## config.mk

```make
export PLATFORM = sky130hd
export DESIGN_NAME = ascon_byte_io
export DESIGN_NICKNAME = d
export VERILOG_FILES = /design/src/rtl/ascon_byte_io.sv
export SDC_FILE = /design/constraint.sdc
export NUM_CORES = 1
export LEC_CHECK = 0
export BUFFER_PORTS_ARGS = -buffer_cell sky130_fd_sc_hd__buf_2
export CORE_AREA = 2 2 258 260
export DETAILED_ROUTE_END_ITERATION = 10
export DIE_AREA = 0 0 260 262
export PLACE_DENSITY = 0.68
export SETUP_SLACK_MARGIN = 0.2
export SLEW_MARGIN = 20
export SYNTH_ARGS = -nofsm -noshare
export SYNTH_HDL_FRONTEND = slang
export SYNTH_SLANG_ARGS = --single-unit
```

## constraint.sdc

```tcl
create_clock -name clk -period 2.6 [get_ports clk]
set_input_delay 0.39 -clock clk [delete_from_list [all_inputs] [get_ports clk]]
set_output_delay 0.39 -clock clk [all_outputs]
set_load 0.01 [all_outputs]
```

## src/rtl/ascon_byte_io.sv

```systemverilog
// Byte-serial load/unload front end for the 320-bit Ascon state.
// Bytes shift in MSB-first, the permutation is started, and its result is shifted back out MSB-first.
module ascon_byte_io #(
    parameter int STATE_W   = 320,
    parameter int NUM_BYTES = STATE_W / 8
) (
    input  logic               clk,
    input  logic               rst_n,
    input  logic [7:0]         in_data,
    input  logic               in_valid,
    output logic               in_ready,
    output logic [7:0]         out_data,
    output logic               out_valid,
    input  logic               out_ready,
    output logic               perm_start,
    input  logic               perm_done,
    output logic [STATE_W-1:0] state_to_perm,
    input  logic [STATE_W-1:0] state_from_perm,
    output logic               busy
);

    typedef enum logic [1:0] {
        ST_LOAD,
        ST_START,
        ST_WAIT,
        ST_UNLOAD
    } state_e;

    localparam logic [5:0] LAST_CNT = 6'(NUM_BYTES - 1);

    state_e             state_q, state_d;
    logic [5:0]         cnt_q, cnt_d;
    logic [STATE_W-1:0] shift_q, shift_d;
    logic [STATE_W-1:0] perm_q, perm_d;

    always_ff @(posedge clk or negedge rst_n) begin
        if (!rst_n) begin
            state_q <= ST_LOAD;
            cnt_q   <= '0;
            shift_q <= '0;
            perm_q  <= '0;
        end else begin
            state_q <= state_d;
            cnt_q   <= cnt_d;
            shift_q <= shift_d;
            perm_q  <= perm_d;
        end
    end

    always_comb begin
        state_d = state_q;
        cnt_d   = cnt_q;
        shift_d = shift_q;
        perm_d  = perm_q;
        case (state_q)
            ST_LOAD: begin
                if (in_valid) begin
                    shift_d = {shift_q[STATE_W-9:0], in_data};
                    if (cnt_q == LAST_CNT) begin
                        // perm_q is the stable copy the core reads; shift_q is reused for the result.
                        cnt_d   = '0;
                        perm_d  = {shift_q[STATE_W-9:0], in_data};
                        state_d = ST_START;
                    end else begin
                        cnt_d = cnt_q + 6'd1;
                    end
                end
            end
            ST_START: begin
                state_d = ST_WAIT;
            end
            ST_WAIT: begin
                if (perm_done) begin
                    shift_d = state_from_perm;
                    state_d = ST_UNLOAD;
                end
            end
            ST_UNLOAD: begin
                if (out_ready) begin
                    shift_d = {shift_q[STATE_W-9:0], 8'h00};
                    if (cnt_q == LAST_CNT) begin
                        cnt_d   = '0;
                        state_d = ST_LOAD;
                    end else begin
                        cnt_d = cnt_q + 6'd1;
                    end
                end
            end
            default: begin
                state_d = ST_LOAD;
                cnt_d   = '0;
            end
        endcase
    end

    assign in_ready      = (state_q == ST_LOAD);
    assign out_valid     = (state_q == ST_UNLOAD);
    assign perm_start    = (state_q == ST_START);
    assign out_data      = shift_q[STATE_W-1:STATE_W-8];
    assign state_to_perm = perm_q;
    assign busy          = (state_q != ST_LOAD) || (cnt_q != 6'd0);

endmodule

```

# Word-level counts from Yosys, hierarchy flattened
# Index checks and enable logic that the tools add are counted.
totals:
  ramBits: 0
  rom_bits: 0
  in_bits: 333
  wordCells: 38
  memories: 0
  output_inout_bits: 332
  regBits: 648
  latchBits: 0
classes:
  n_lt_le_gt_ge: 0
  n_shift: 0
  add_sub_neg: 1
  muxes: 14
  n_mul: 0
  eq_ne: 9
  bitwise_logic: 0
  div: 0
  reduce_logical: 10
op_table:
  columns: ["cell", "n"]
  rows:
  - ["$mux 320", 3]
  - ["$pmux 320 s3", 1]
  - ["$mux 6", 3]
  - ["$pmux 6 s2", 1]
  - ["$mux 2", 5]
  - ["$pmux 2 s4", 1]
  - ["$add 6x1->6 const B", 1]
  - ["$eq 6x6->1 const B", 1]
  - ["$ne 2x1->1 const B", 3]
  - ["$reduce_and 3->1", 2]
  - ["$reduce_bool 6->1", 1]
  - ["$reduce_and 5->1", 1]
  - ["$eq 2x2->1 const B", 2]
  - ["$ne 2x2->1 const B", 2]
  - ["$reduce_and 4->1", 1]
  - ["$reduce_bool 2->1", 2]
  - ["$reduce_bool 3->1", 1]
  - ["$eq 2x1->1 const B", 1]
  - ["$logic_not 2->1", 1]
  - ["$logic_or 1x1->1", 1]

# Logic depth before layout (Yosys ltp)
# Gate-level depths: netlist (run 1).
depth:
  depth_word: 4
  ltp_mapped: 10

# Worst setup path after synthesis (run 1)
# No wires, ideal clock.
synth_path:
  kind: "reg-to-reg"
  startpoint: "reg state_q[0]"
  endpoint: "reg state_q[1]"
  n_path_buf: 0
  path_stages_with_launch: 6
  setup_slack_ns: 0.695
  synth_period_minus_slack_ns: 1.905
  required_ns: 2.475
  arrival_ns: 1.781
  path_cell_list: "dfrtp_1 -> inv_1 -> ha_1 -> or2_2 -> a2111oi_2 -> mux2_2"
synth_via:
  elab_chain_len: 3
  word_cells_on_any_way: 11
  classes_between: "eq/ne: 8; mux: 1; reduce/logical: 2"
synth_rtl:
  columns: ["item", "line", "rtl"]
  rows:
  - ["start, declared", "31", "state_e state_q, state_d;"]
  - ["start signal, assigned", "43", "state_q <= state_d;"]
  - ["$logic_not 2->1 (*)", null, null]
  - ["via in_ready", "11", "output logic in_ready,"]
  - ["$ne 2x1->1 (no source line) / $ne 2x2->1 (equally long branches)", null, null]
  - ["$reduce_and 5->1 (no source line)", null, null]
# The timed path passes the listed nets; every way through them passes the cells marked *.
# A chain may end at the register's enable or synchronous reset.

# Final worst setup path (run 1)
layout_path:
  startpoint: "reg state_q[0]"
  endpoint: "out busy"
layout_via:
  elab_chain_len: 2
layout_rtl:
  columns: ["item", "line", "rtl"]
  rows:
  - ["$reduce_bool 2->1", "101", "assign busy = (state_q != ST_LOAD) || (cnt_q != 6'd0);"]
  - ["$logic_or 1x1->1", "101", null]
  - ["end, declared", "19", "output logic busy"]
# Every way passes these cells.

==> results of run 1 <==
## Yosys cell counts, drive strengths merged (2+ instances only)
master and number:
nand3 3, nor2 325, dfrtp 648, clkbuf 67, nand4 3, o21ai 2
mux2 322, a22oi 320, a21oi 320, ha 7, xnor2 2, inv 4
buf 118, nand2 4, nor2b 3
## worst max-delay path, delay by kind of cell, from the launching register on
family | cells | cell delay, ns
adders and majority gates | 1 | 0.27
buffers and inverters | 2 | 0.41
DFF | 1 | 0.41
and+or+nand+nor | 1 | 0.21
## how the worst max path moves through the flow
stage,end,startpoint,cells after the start,slack (ns)
6_report,busy,state_q[0]$_DFFE_PN0P_,4,0.32
3_3_place_gp,shift_q[103]$_DFFE_PN0P_,state_q[0]$_DFFE_PN0P_,9,0.38
2_1_floorplan,state_q[1]$_DFFE_PN0P_,state_q[0]$_DFFE_PN0P_,5,0.69
5_1_grt,shift_q[128]$_DFFE_PN0P_,state_q[1]$_DFFE_PN0P_,9,0.17
3_5_place_dp,shift_q[101]$_DFFE_PN0P_,state_q[1]$_DFFE_PN0P_,9,0.27
4_1_cts,busy,state_q[0]$_DFFE_PN0P_,4,0.24
## metal layers
layer / track usage / vias up / routed length [µm]
met5: 0 / - / 124
met4: 0.0849 / 20 / 2680
met3: 0.0585 / 173 / 6350
met2: 0.400 / 841 / 42000
met1: 0.307 / 10400 / 34200
li1: - / 9069 / -
## cell families (layout without fill, tap and decap cells)
family                     after synthesis  in the layout  synth area share
buffers and inverters                  189            891            0.0414
muxes                                  323            323             0.172
xor gates and xnor gates                 2              2          0.000634
and+or+nand+nor                        344            344            0.0488
AOI/OAI and AO/OA                      645            645             0.146
adders and majority gates                7              7           0.00317
other                                    0              7                 0
DFF                                    648            648             0.587
## cell type report
| class | instances | area (µm²) | share of cell area |
|---|---|---|---|
| repair buffers | 765 | 4580 | 0.133 |
| well taps | 864 | 1080 | 0.0313 |
| inverters | 4 | 15.0 | 0.000435 |
| diodes | 7 | 17.5 | 0.000508 |
| clock inverters | 20 | 244 | 0.00707 |
| clock buffers | 102 | 2060 | 0.0598 |
| flip-flops and latches | 648 | 16200 | 0.470 |
| multi-input cells | 1321 | 10300 | 0.298 |
## report_power, final
part,switching [W],internal (W)
clock,0.00413,0.00592
combinational,0.00874,0.00581
sequential,0.00269,0.0130
total,0.0156,0.0247
## per-stage QoR
stage | instance area [µm²] | worst slack, ns | hold slack, ns
after global routing | 34500 | 0.174 | 0.0269
final | 34500 | 0.317 | 0.0534
after detailed placement | 32100 | 0.266 | 0.427
after global placement | 32100 | 0.378 | 0.424
after CTS | 34400 | 0.238 | 0.0145
after floorplan | 27600 | 0.695 | 0.0944
## timing repair
item                                    4_1_cts  5_1_grt
pin swaps                                     1        0
buffers inserted                              0        0
endpoints found under the setup margin        1       80
hold buffers                                  2        0
gates cloned                                  0        2
gates resized for setup                       1       10
endpoints found under the hold margin        38        0
## flip-flops by register name (all words and copies together), names as in the netlist
| register | cells |
|---|---|
| state_to_perm | 320 |
| shift_q | 320 |
| cnt_q | 6 |
| state_q | 2 |
==> results.md, run 1 <==
Die:
- The floorplan step defined a die boundary enclosing 0.0681 mm².
- Measured along the x axis, the die boundary spans 260 µm.
- In this run the count of I/O pins placed on the die edge is 665.
- The vertical die dimension is 262 µm.
- The number of rows created at floorplan is 94.
- The floorplan step defined a core boundary enclosing 0.0653 mm².
- The effective utilization at floorplan is 0.423.

Routing:
- For this run, design rule violations remaining after detail routing come to 0.
- The average routed wire per standard cell is 22.9 µm.
- The initial detailed-routing violation count is 1941.
- After detailed routing, the number of vias per cell comes to 5.49.
- Summing over every cut layer, the via total after detailed routing is 20500.
- The total wire length is 85300 µm.
- The count of nets left with antenna violations after detail routing is 0.
- The first detailed-routing pass ran for 9 iterations.

Synthesis:
- By area the synthesized netlist is led by dfrtp_1, mux2_4, a22oi_1.
- For this run, asynchronously set or reset flops after synthesis account for 1.00.
- The per-instance average area after synthesis is 12.8 µm².
- The synthesized design spends more area on one cell type than any other, namely dfrtp_1.
- In this run, synthesis produced a sequential element count of 648.
- The most used flip-flop cell after synthesis is dfrtp_1.
- The synthesized netlist contains 29 unique library cells.
- The share of synthesized area in the top cell type comes to 0.587.
- The number of synthesis warnings is 0.
- The register area share after synthesis is 0.587.
- The cell area that synthesis handed to floorplanning was 0.0276 mm².
- The number of flops mapped to enable cells by yosys is 0.
- The gate count after technology mapping is 2158.
- The number of nets in the synthesized netlist is 2498.

Power:
- For this design the ratio of total power to cell area is 1170 mW/mm².
- Summed over all cells, the static leakage comes to 18.4 nW.
- The maximum vdd ir drop is 0.000675 V.
- Summing internal, switching and leakage power gives 0.0403 W.

Cells and area:
- Leaving out fill and tap cells, the most frequent cell in the layout is buf_2.
- The net count of the finished layout is 3150.
- In the final layout, the share of cells above drive strength 1 is 0.420.
- Compared with the post-synthesis result, the final layout area differs by 25.0%.
- Fill cells in the final layout number 5570.
- In the layout the commonest cells are buf_2, dfrtp_1, nor2_1.
- The final cell utilization of the core is 0.529.
- The filler-free cell count of the finished design is 3731.

Critical path:
- The worst register-to-register path begins at state_q[1]$_DFFE_PN0P_.
- The kind of end point of the critical path is an output port.
- The largest fanout of any net on the critical path is 5.
- STA classifies the critical path startpoint as a register.
- On the critical path, the stage with the largest delay is an instance of dfrtp_1.
- For this run, the slowest stage of the critical path takes 0.41 ns.
- The capture point of the worst reg-to-reg path is shift_q[128]$_DFFE_PN0P_.
- For the worst setup path, the data required time is 2.21 ns.
- The slack of the worst reg-to-reg path is 0.33 ns.
- By startpoint and endpoint, the worst setup path is classified as register to output port.
- The signal on the critical path passes through inv_1 > ha_2 > nand4_1 > buf_2.
- For the worst flop-to-flop path, the logic depth is 9.
- The data arrival at the endpoint of the critical path is 1.89 ns.

Global routing:
- The number of antenna violations at the first check in global routing was 16.
- Entering global routing, the biggest net connects 88 pins.
- The leftover overflow at the end of global routing is 0.
- The total routing usage reported by global routing is 0.240.
- The number of global-route vias before repair is 20900.
- The global-route wire length before repair is 126000 µm.

Timing:
- The highest achievable clock rate is 438 MHz.
- Setup repair after global routing could not meet its margin everywhere.
- Adding up every negative setup slack in the final design gives 0 ns.
- On the final layout, the worst clock skew is 0.0264 ns.
- The hold violation total from the final report is 0.
- The remaining max-slew budget at the tightest pin is 0.593.
- The minimum clock period is 2.28 ns.
- The share of the clock period used by the worst path after layout is 0.878.
- The number of slew-limit violations in the final report is 0.
- At the pin with the least slew margin, the transition time is 0.610 ns.
- The total setup violations reported at the end of the flow is 0.

CTS:
- The sink count of the clock tree is 648.
- Clock tree synthesis selected as its root buffer the cell clkbuf_16.
- Clock-pin slew was measured on the worst setup and hold paths at 0.06 ns.
- The number of clock buffers added by TritonCTS is 70.
- The total number of H-tree levels is 3.
- The clock reaches the later pin of the worst-skew pair after 0.61 ns.
- The maximum number of buffers from clock root to sink is 3.
- TritonCTS built the clock tree.

Worst hold path:
- The endpoint with the worst hold slack is state_to_perm[4]$_DFFE_PN0P_.
- The worst hold path passes through 2 cells.
- The startpoint identified for the worst hold timing path is in_data[4].
- The path type of the worst min-delay path is input port to register.

Placement:
- The final weighted congestion in routability-driven placement is 0.966.
- The number of placed instances, taps included, is 3598.
- Buffers placed on the I/O ports in this run total 664.
- The HPWL after detailed placement is 60700 µm.

Run:
- The total of max-cap violations is 0.

Outcome:
- The flow ran to the end, and the final reports show no timing, DRC or antenna violations.
Note: power is estimated with default switching activity, not from simulation.
==> inputs of run 2 (changes only) <==
--- a/config.mk
+++ b/config.mk
@@ -6,11 +6,12 @@
 export NUM_CORES = 1
 export LEC_CHECK = 0
 export BUFFER_PORTS_ARGS = -buffer_cell sky130_fd_sc_hd__buf_2
-export CORE_AREA = 2 2 258 260
+export CORE_AREA = 2 2 255 257
 export DETAILED_ROUTE_END_ITERATION = 10
-export DIE_AREA = 0 0 260 262
-export PLACE_DENSITY = 0.68
+export DIE_AREA = 0 0 257 259
+export PLACE_DENSITY = 0.72
 export SETUP_SLACK_MARGIN = 0.2
+export SKIP_CTS_REPAIR_TIMING = 1
 export SLEW_MARGIN = 20
 export SYNTH_ARGS = -nofsm -noshare
 export SYNTH_HDL_FRONTEND = slang
==> constraint.sdc (replaced) <==
create_clock -name clk -period 1.85 [get_ports clk]
set_input_delay 0.2775 -clock clk [delete_from_list [all_inputs] [get_ports clk]]
set_output_delay 0.2775 -clock clk [all_outputs]
set_load 0.01 [all_outputs]
==> results.md, run 2 (synthesis results as in run 1) <==
Worst hold path:
- Along the worst hold path, the cell count comes to 3.
- The endpoint with the worst hold slack is shift_q[139]$_DFFE_PN0P_.
- The path type of the worst min-delay path is input port to register.
- In this run the most critical hold path is launched from state_from_perm[139].

Critical path:
- The data arrival at the endpoint of the critical path is 2.49 ns.
- The kind of end point of the critical path is a register.
- The signal on the critical path passes through inv_2 > ha_4 > buf_4 > nand2b_4 > buf_12 > buf_12 > a22oi_1 > a21oi_2.
- The slack of the worst reg-to-reg path is -0.17 ns.
- The most frequent cell on the critical path is buf_12.
- The largest fanout of any net on the critical path is 29.
- The worst register-to-register path has a depth of 8.
- The required time of the critical path is 2.32 ns.
- The launch instance of the worst register-to-register path is state_q[0]$_DFFE_PN0P_.
- In this run the critical register-to-register path is captured at shift_q[276]$_DFFE_PN0P_.
- STA classifies the critical path startpoint as a register.
- The largest single stage delay on the critical path is 0.43 ns.
- The worst setup path is of the register to register kind.
- On the critical path, the stage with the largest delay is an instance of dfrtp_1.

Die:
- The region available for standard cell placement spans 0.0639 mm².
- The vertical die dimension is 259 µm.
- For this configuration, the core starts out at a cell density of 0.432.
- The floorplan step set the die width to 257 µm.
- The number of rows created at floorplan is 93.
- The top-level I/O count is 665.
- The total die area is 0.0666 mm².

Run:
- The total of max-cap violations is 0.

Global routing:
- Summed over all layers, the global routing overflow is 0.
- Entering global routing, the biggest net connects 81 pins.
- The total routing usage reported by global routing is 0.254.
- The number of global-route vias before repair was 21800.
- The first global-routing pass estimated 131000 µm of wire.
- The number of antenna violations at the first check in global routing is 23.

Power:
- The maximum vdd ir drop is 0.000989 V.
- For this design the static power due to leakage is 19.7 nW.
- Power spread over the standard cell area amounts to 1810 mW/mm².

Outcome:
- The final reports fail on negative hold slack, negative setup slack.
- The flow ran to the end, but the final reports show violations.

CTS:
- The clock-pin slew on the worst setup and hold paths is 0.06 ns.
- The clock root buffer is clkbuf_16.
- The total number of H-tree levels is 3.
- Counting the buffers created by CTS gives 70.
- Clock latency on the worst-skew pair, taken at its later pin, is 0.61 ns.
- The longest clock path from root to sink contains 3 buffers.
- The CTS tree is done.
- CTS saw 648 sinks.

Timing:
- For this run, the top clock speed supported by timing is 496 MHz.
- The pin slew with the least headroom to its limit is 0.628 ns.
- The share of the clock period used by the worst path after layout is 1.09.
- Setup repair after global routing could not meet its margin everywhere.
- The hold violation total from the final report was 4.
- The minimum clock period is 2.02 ns.
- The final worst slack is -0.167 ns.
- The worst hold slack is -0.00899 ns.
- Setup violations remaining at the end of the flow were counted as 518.
- The number of slew-limit violations in the final report is 0.
- Measured against its own limit, the worst slew margin works out to 0.581.
- The setup skew after layout is 0.0385 ns.

Placement:
- The area after detailed placement is 0.0327 mm².
- The final weighted congestion in routability-driven placement is 0.956.
- The number of buffer cells added on primary ports is 664.
- The HPWL after detailed placement is 62700 µm.

Routing:
- The count of nets left with antenna violations once routing finished came out at 0.
- In the final routed layout, each cell accounts on average for 24.8 µm.
- The via count is 22300.
- Summed over all layers, the routed wires come to 96000 µm.
- The number of iterations in the first detailed-routing pass is 6.
- The initial detailed-routing violation count is 2160.
- The via density per instance is 5.75.
- The detailed-route DRC error count is 0.

Cells and area:
- The top cell types in the final layout, fill and taps aside, are buf_2, dfrtp_1, mux2_4.
- The commonest non-fill, non-tap cell in the layout is buf_2.
- The net count of the finished layout is 3292.
- From synthesis to final layout, the design area changed by 36.5%.
- The share of post-route cells with drive strength above 1 is 0.509.
- After routing the design area is 0.0377 mm².
[run 2: changes by cell type in the layout (fill, tap and decap cells not counted), moves of 13 or more]
cell	change
clkbuf_16	+29
nor2_1	-73
nor2_4	+45
buf_6	+16
a22oi_2	+23
buf_8	+16
buf_4	+43
dlygate4sd3_1	+13
nor2_2	+28
a22oi_1	-23
buf_12	+18
a21oi_2	+88
a21oi_1	-93
[run 2: worst max-delay path by stage]
stage	to	slack, ns	depth (start not counted)	from
CTS	busy	-0.22	5	state_q[1]$_DFFE_PN0P_
global route	shift_q[115]$_DFFE_PN0P_	-0.28	10	state_q[0]$_DFFE_PN0P_
finish	shift_q[276]$_DFFE_PN0P_	-0.17	8	state_q[0]$_DFFE_PN0P_
detailed placement	shift_q[176]$_DFFE_PN0P_	-0.19	9	state_q[1]$_DFFE_PN0P_
global placement	shift_q[196]$_DFFE_PN0P_	-0.07	8	state_q[0]$_DFFE_PN0P_
floorplan	state_q[1]$_DFFE_PN0P_	0.10	4	state_q[0]$_DFFE_PN0P_
[run 2: cell type report]
class / count / area (µm²)
clock inverters: 24 / 283
fillers: 4868 / 26200
inverters: 4 / 15.0
multi-input cells: 1321 / 11300
repair buffers: 907 / 6760
flip-flops and latches: 648 / 16200
diodes: 16 / 40.0
well taps: 855 / 1070
clock buffers: 100 / 2060
[run 2: per-stage QoR]
stage	util	std cells	setup TNS [ns]	setup WS, ns	total power [W]
2_1_floorplan	-	2158	0	0.101	0.0360
3_3_place_gp	0.512	3657	-8.25	-0.0731	0.0424
3_5_place_dp	0.512	3657	-29.62	-0.187	0.0435
4_1_cts	0.549	3781	-31.21	-0.224	0.0579
5_1_grt	0.590	3871	-78.37	-0.279	0.0715
6_report	0.590	3875	-29.70	-0.167	0.0683
[run 2: power breakdown]
part / switching, W / internal [W] / total, W
Clock: 0.00588 / 0.00846 / 0.0143
Sequential: 0.00428 / 0.0183 / 0.0225
Combinational: 0.0165 / 0.0149 / 0.0314
[run 2: critical path, delay by kind of cell, from the launching register on]
kind / cells / cell delay [ns]
buffers and inverters: 4 / 0.69
DFF: 1 / 0.43
and+or+nand+nor: 1 / 0.15
AOI/OAI and AO/OA: 2 / 0.42
adders and majority gates: 1 / 0.16
[run 2: layer usage]
| layer | part of all wire | routed length (µm) | vias up | global-route usage |
|---|---|---|---|---|
| met4 | 0.045 | 4350 | 20 | 0.110 |
| met3 | 0.084 | 8050 | 267 | 0.0587 |
| met2 | 0.48 | 46200 | 1258 | 0.410 |
| met5 | 0.0015 | 142 | - | 0 |
| li1 | - | - | 9375 | - |
| met1 | 0.39 | 37300 | 11300 | 0.328 |
